==> src/rtl/video_pkg.sv <==
`default_nettype none
// ============================================================================
// video_pkg -- shared widths, marker colour and overlay latency constants.
// Rev 1.0
// ============================================================================
package video_pkg;

  localparam int DEF_PIXEL_WIDTH = 8;
  localparam int DEF_COORD_WIDTH = 12;

  localparam logic [7:0] DEF_MARK_R = 8'hFF;
  localparam logic [7:0] DEF_MARK_G = 8'h00;
  localparam logic [7:0] DEF_MARK_B = 8'h00;

  // Sideband blocks that run alongside the overlay delay by this many cycles.
  localparam int OVERLAY_LATENCY = 2;

  typedef struct packed {
    logic hs;
    logic vs;
    logic de;
  } sync_t;

endpackage
`default_nettype wire

==> src/rtl/video_pos_counter.sv <==
`default_nettype none
// ============================================================================
// video_pos_counter -- raster x/y tracking from VSYNC/DE edges, saturating.
// Rev 1.0
// ============================================================================
module video_pos_counter
  import video_pkg::*;
#(
  parameter int COORD_WIDTH = DEF_COORD_WIDTH
) (
  input  logic                   CLK,
  input  logic                   RST_N,
  input  logic                   iVSYNC,
  input  logic                   iDE,
  output logic [COORD_WIDTH-1:0] oX,
  output logic [COORD_WIDTH-1:0] oY,
  output logic                   oFRAME_START
);

  localparam logic [COORD_WIDTH-1:0] C_MAX = '1;

  logic r_vs_d;
  logic r_de_d;
  logic w_line_end;
  logic [COORD_WIDTH-1:0] r_x;
  logic [COORD_WIDTH-1:0] r_y;

  assign oFRAME_START = iVSYNC & ~r_vs_d;
  assign w_line_end   = ~iDE & r_de_d;
  assign oX           = r_x;
  assign oY           = r_y;

  always_ff @(posedge CLK or negedge RST_N) begin
    if (!RST_N) begin
      r_vs_d <= 1'b0;
      r_de_d <= 1'b0;
      r_x    <= '0;
      r_y    <= '0;
    end else begin
      r_vs_d <= iVSYNC;
      r_de_d <= iDE;

      if (oFRAME_START || w_line_end)
        r_x <= '0;
      else if (iDE && (r_x != C_MAX))
        r_x <= r_x + 1'b1;

      // Frame start outranks a coincident line end so the next line is y=0.
      if (oFRAME_START)
        r_y <= '0;
      else if (w_line_end && (r_y != C_MAX))
        r_y <= r_y + 1'b1;
    end
  end

endmodule
`default_nettype wire

==> src/rtl/video_marker_overlay.sv <==
`default_nettype none
// ============================================================================
// video_marker_overlay -- draws a crosshair at the pupil coordinate, 2-cycle
// pipeline with sync/DE delay-matched. Rev 1.0
// ============================================================================
module video_marker_overlay
  import video_pkg::*;
#(
  parameter int                     PIXEL_WIDTH = DEF_PIXEL_WIDTH,
  parameter int                     COORD_WIDTH = DEF_COORD_WIDTH,
  parameter int                     ARM_LEN     = 8,
  parameter logic [PIXEL_WIDTH-1:0] MARK_R      = PIXEL_WIDTH'(DEF_MARK_R),
  parameter logic [PIXEL_WIDTH-1:0] MARK_G      = PIXEL_WIDTH'(DEF_MARK_G),
  parameter logic [PIXEL_WIDTH-1:0] MARK_B      = PIXEL_WIDTH'(DEF_MARK_B)
) (
  input  logic                   CLK,
  input  logic                   RST_N,
  input  logic                   iHSYNC,
  input  logic                   iVSYNC,
  input  logic                   iDE,
  input  logic [PIXEL_WIDTH-1:0] iR0,
  input  logic [PIXEL_WIDTH-1:0] iG0,
  input  logic [PIXEL_WIDTH-1:0] iB0,
  input  logic [COORD_WIDTH-1:0] iMX,
  input  logic [COORD_WIDTH-1:0] iMY,
  input  logic                   iMEN,
  output logic                   oHSYNC,
  output logic                   oVSYNC,
  output logic                   oDE,
  output logic [PIXEL_WIDTH-1:0] oR0,
  output logic [PIXEL_WIDTH-1:0] oG0,
  output logic [PIXEL_WIDTH-1:0] oB0
);

  localparam logic signed [COORD_WIDTH:0] C_ARM = (COORD_WIDTH + 1)'(ARM_LEN);

  logic [COORD_WIDTH-1:0] w_x;
  logic [COORD_WIDTH-1:0] w_y;
  logic                   w_frame_start;

  logic [COORD_WIDTH-1:0] r_mx;
  logic [COORD_WIDTH-1:0] r_my;
  logic                   r_men;

  logic signed [COORD_WIDTH:0] w_dx;
  logic signed [COORD_WIDTH:0] w_dy;
  logic                        w_hit_h;
  logic                        w_hit_v;

  sync_t                  r_sync1;
  sync_t                  r_sync2;
  logic                   r_mark1;
  logic [PIXEL_WIDTH-1:0] r_r1, r_g1, r_b1;
  logic [PIXEL_WIDTH-1:0] r_r2, r_g2, r_b2;

  video_pos_counter #(
    .COORD_WIDTH (COORD_WIDTH)
  ) u_pos (
    .CLK          (CLK),
    .RST_N        (RST_N),
    .iVSYNC       (iVSYNC),
    .iDE          (iDE),
    .oX           (w_x),
    .oY           (w_y),
    .oFRAME_START (w_frame_start)
  );

  // One extra bit keeps the differences signed without wrap-around aliasing.
  assign w_dx    = $signed({1'b0, w_x}) - $signed({1'b0, r_mx});
  assign w_dy    = $signed({1'b0, w_y}) - $signed({1'b0, r_my});
  assign w_hit_h = (w_y == r_my) && (w_dx <= C_ARM) && (w_dx >= -C_ARM);
  assign w_hit_v = (w_x == r_mx) && (w_dy <= C_ARM) && (w_dy >= -C_ARM);

  always_ff @(posedge CLK or negedge RST_N) begin
    if (!RST_N) begin
      r_mx    <= '0;
      r_my    <= '0;
      r_men   <= 1'b0;
      r_sync1 <= '0;
      r_sync2 <= '0;
      r_mark1 <= 1'b0;
      r_r1    <= '0;
      r_g1    <= '0;
      r_b1    <= '0;
      r_r2    <= '0;
      r_g2    <= '0;
      r_b2    <= '0;
    end else begin
      if (w_frame_start) begin
        r_mx  <= iMX;
        r_my  <= iMY;
        r_men <= iMEN;
      end

      r_sync1 <= '{hs: iHSYNC, vs: iVSYNC, de: iDE};
      r_mark1 <= r_men & iDE & (w_hit_h | w_hit_v);
      r_r1    <= iR0;
      r_g1    <= iG0;
      r_b1    <= iB0;

      r_sync2 <= r_sync1;
      r_r2    <= r_mark1 ? MARK_R : r_r1;
      r_g2    <= r_mark1 ? MARK_G : r_g1;
      r_b2    <= r_mark1 ? MARK_B : r_b1;
    end
  end

  assign oHSYNC = r_sync2.hs;
  assign oVSYNC = r_sync2.vs;
  assign oDE    = r_sync2.de;
  assign oR0    = r_r2;
  assign oG0    = r_g2;
  assign oB0    = r_b2;

endmodule
`default_nettype wire

==> config.mk <==
export PLATFORM = sky130hd
export DESIGN_NAME = video_marker_overlay
export DESIGN_NICKNAME = d
export VERILOG_FILES = /design/src/rtl/video_pkg.sv /design/src/rtl/video_pos_counter.sv /design/src/rtl/video_marker_overlay.sv
export SDC_FILE = /design/constraint.sdc
export NUM_CORES = 1
export LEC_CHECK = 0
export ABC_AREA = 1
export BUFFER_PORTS_ARGS = -buffer_cell sky130_fd_sc_hd__buf_2
export CAP_MARGIN = 20
export CORE_MARGIN = 8
export CORE_UTILIZATION = 39
export DETAILED_ROUTE_END_ITERATION = 16
export GPL_TIMING_DRIVEN = 0
export HOLD_SLACK_MARGIN = 0.03
export PLACE_DENSITY = 0.59
export SLEW_MARGIN = 15
export SYNTH_ARGS = -nofsm -noshare
export SYNTH_HDL_FRONTEND = slang
export SYNTH_HIERARCHICAL = 1
export SYNTH_SLANG_ARGS = --single-unit
==> constraint.sdc <==
create_clock -name CLK -period 2.9 [get_ports CLK]
set_input_delay 0.145 -clock CLK [delete_from_list [all_inputs] [get_ports CLK]]
set_output_delay 0.145 -clock CLK [all_outputs]
set_load 0.02 [all_outputs]
==> reports/results.ini <==
[run_status]
outcome = completed

[yosys]
synth_most_common_cell = nand2_1
syn_area_mm2 = 0.00575
syn_inst = 765
yosys_warnings = 6
synthTopCellsByCount = nand2_1 (230), inv_1 (122), dfrtp_1 (106)
synth_top_flop_cell = dfrtp_1
async_flop_share = 1.00
synth_edf_count = 0
synth_top_area_frac = 0.461
yosys.area.top_type = dfrtp_1
ys_seq_elements = 106
ys_seq_area_frac = 0.461
synth.area.top_cells = dfrtp_1 (46%), nand2_1 (15%), inv_1 (8.0%), ha_1 (5.7%), nor2_1 (5.5%)
postSynthAreaPerCell_um2 = 7.52
synth_nets = 845
yosysUniqueCellTypes = 34

[floorplanning]
io_pins = 81
dieHeight_um = 137
core_area_mm2 = 0.0145
fp-row-count = 44
start_util = 0.397
die_area_mm2 = 0.0189
die_w_um = 137

[global_route]
grt_max_degree = 67
grt_overflow = 0
grt_pass1_wl_um = 22500
grtUsageTotal = 0.150
antenna_found_initial = 0
grt_pass1_vias = 4598

[sta]
final.setup.tns_ns = 0
hold_viol_final = 0
fin_skew_ns = 0.0118
setup_viol = 0
rsz0062_at_grt = no
timing.final.crit_share = 0.780
tightest_slew_ns = 0.581
slew_viol_final = 0
period_needed_ns = 2.26
slew-limit-headroom = 0.612
clock.fmax_mhz = 442

[drt]
ant_nets = 0
drc = 0
routedWlPerCell_um = 12.3
drtPass1Iterations = 4
dr.first_iter.drc_count = 320
via_count = 4930
viasPerCell = 4.50
wl_um = 13500

[cts]
numCtsBuffers = 9
cts_max_level = 3
clockBufferDepth = 2
cts_tree = done
cts_resized = 0
clk_latency_ns = 0.35
cts.sinks = 106
clk_pin_slew_ns = 0.07
cts-root-buf = clkbuf_16

[setup_path]
rr_startpoint = u_pos/oY[7]$_DFFE_PN0P_
reg2reg_depth = 13
path_max_fanout = 7
arrival_ns = 2.53
cp-start-kind = flip-flop
crit_type = flip-flop to flip-flop
required_ns = 3.17
end_kind = flip-flop
worstSetupStartpoint = u_pos/oY[7]$_DFFE_PN0P_

[run]
drv_cap = 0

[cells_and_area]
final_layout_size_suffix_gt1_frac = 0.145
syn2layout_area_growth_pct = 25.1
antenna_cells = 0
nets = 990

[power_and_ir_drop]
leakage_nw = 3.85
ir_drop_mv = 0.263
p_per_area_mw_per_mm2 = 515
power_w = 0.00370

[place]
portBuffers = 80
dp_hpwl_um = 10100
place_congestion = 0.824

[hold_path]
hold_path.class = input port to asynchronous set/reset pin

kinds of logic (layout without fill, tap and decap cells):
| family | Yosys count | after routing | share of synthesized area |
|---|---|---|---|
| multiplexers | 3 | 3 | 0.00587 |
| adder cells (fa/ha/maj) | 26 | 26 | 0.0565 |
| XOR/XNOR | 8 | 8 | 0.0122 |
| buffers and inverters | 135 | 281 | 0.0896 |
| AND/OR/NAND/NOR | 417 | 417 | 0.306 |
| flip-flops | 106 | 106 | 0.461 |
| AO/OA/AOI/OAI | 70 | 70 | 0.0685 |
flip-flops by register name, indices dropped and copies added (netlist names), 3 cells and up:
| name | flops |
|---|---|
| u_pos/oX | 12 |
| r_g1 | 8 |
| r_my | 12 |
| oR0 | 8 |
| r_sync1 | 3 |
| r_b1 | 8 |
| r_mx | 12 |
| u_pos/oY | 12 |
| oB0 | 8 |
| oG0 | 8 |
| r_r1 | 8 |
per-stage QoR:
step                area, µm²  cells  worst slack [ns]  utilization  hold WS [ns]
detailed placement       6420   1030             0.667        0.443         0.102
floorplan                5750    765              1.03            -        -0.151
CTS                      7190   1095             0.649        0.497         0.298
global placement         6380   1029             0.425        0.441         0.253
finish                   7190   1095             0.638        0.497         0.288
global route             7190   1095             0.402        0.497         0.316
worst max-delay path, stage by stage (launching register included):
cell	delay (ns)
dfrtp_1	0.48
ha_1	0.43
nand2_1	0.12
nor2_1	0.22
nand2_1	0.13
nand2_1	0.09
nand2_1	0.05
nand2_1	0.05
nand3_1	0.08
nor2_1	0.15
nand2_1	0.08
nand2_1	0.10
nand2_1	0.07
a21oi_2	0.13
metal layers:
layer | up-vias | part of all wire | track usage
li1 | 2664 | - | -
met1 | 2164 | 0.53 | 0.222
met2 | 98 | 0.40 | 0.214
met3 | 4 | 0.057 | 0.0252
met4 | 0 | 0.0057 | 0.0525
met5 | - | 0 | 0
cells in the final DEF, fill, tap and decap left out, types with 3 or more instances in the layout:
cell type	instances
nor2_1	85
nand2_2	6
nand3b_1	3
o21ai_0	34
mux2_2	3
dlygate4sd3_1	53
inv_1	122
nor2_2	7
clkbuf_16	9
xor2_1	6
or2_2	9
buf_2	80
inv_2	3
a21oi_2	4
clkbuf_1	7
o21ai_1	12
a21oi_1	12
nand2_1	230
o21bai_1	5
nand4_1	9
ha_1	26
nand3_1	59
dfrtp_1	106
cell type report:
| class | instances | area (µm²) |
|---|---|---|
| multi-input cells | 524 | 2580 |
| clock inverters | 3 | 21.3 |
| fillers | 1406 | 7280 |
| repair buffers | 134 | 965 |
| well taps | 184 | 230 |
| flip-flops and latches | 106 | 2650 |
| plain buffers | 10 | 46.3 |
| inverters | 125 | 469 |
| clock buffers | 9 | 225 |
power breakdown:
part           switching (W)  internal [W]
registers          0.0000616       0.00159
clock network       0.000527      0.000564
logic               0.000599      0.000365
final timing paths:
check	slack, ns	end
min in group CLK	0.35	oDE$_DFF_PN0_
worst min register to register	0.35	oDE$_DFF_PN0_
max in group asynchronous	1.97	oG0[2]$_DFF_PN0_
worst min-delay path	0.29	r_sync1[1]$_DFF_PN0_
worst max-delay path	0.64	r_mark1$_DFF_PN0_
worst max register to register	0.64	r_mark1$_DFF_PN0_
timing repair:
action | CTS | global route
endpoints found under the hold margin | 94 | 0
endpoints found under the setup margin | 0 | 0
hold buffers | 53 | 0
setup buffers | 0 | 0
Note: power is estimated with default switching activity, not from simulation.
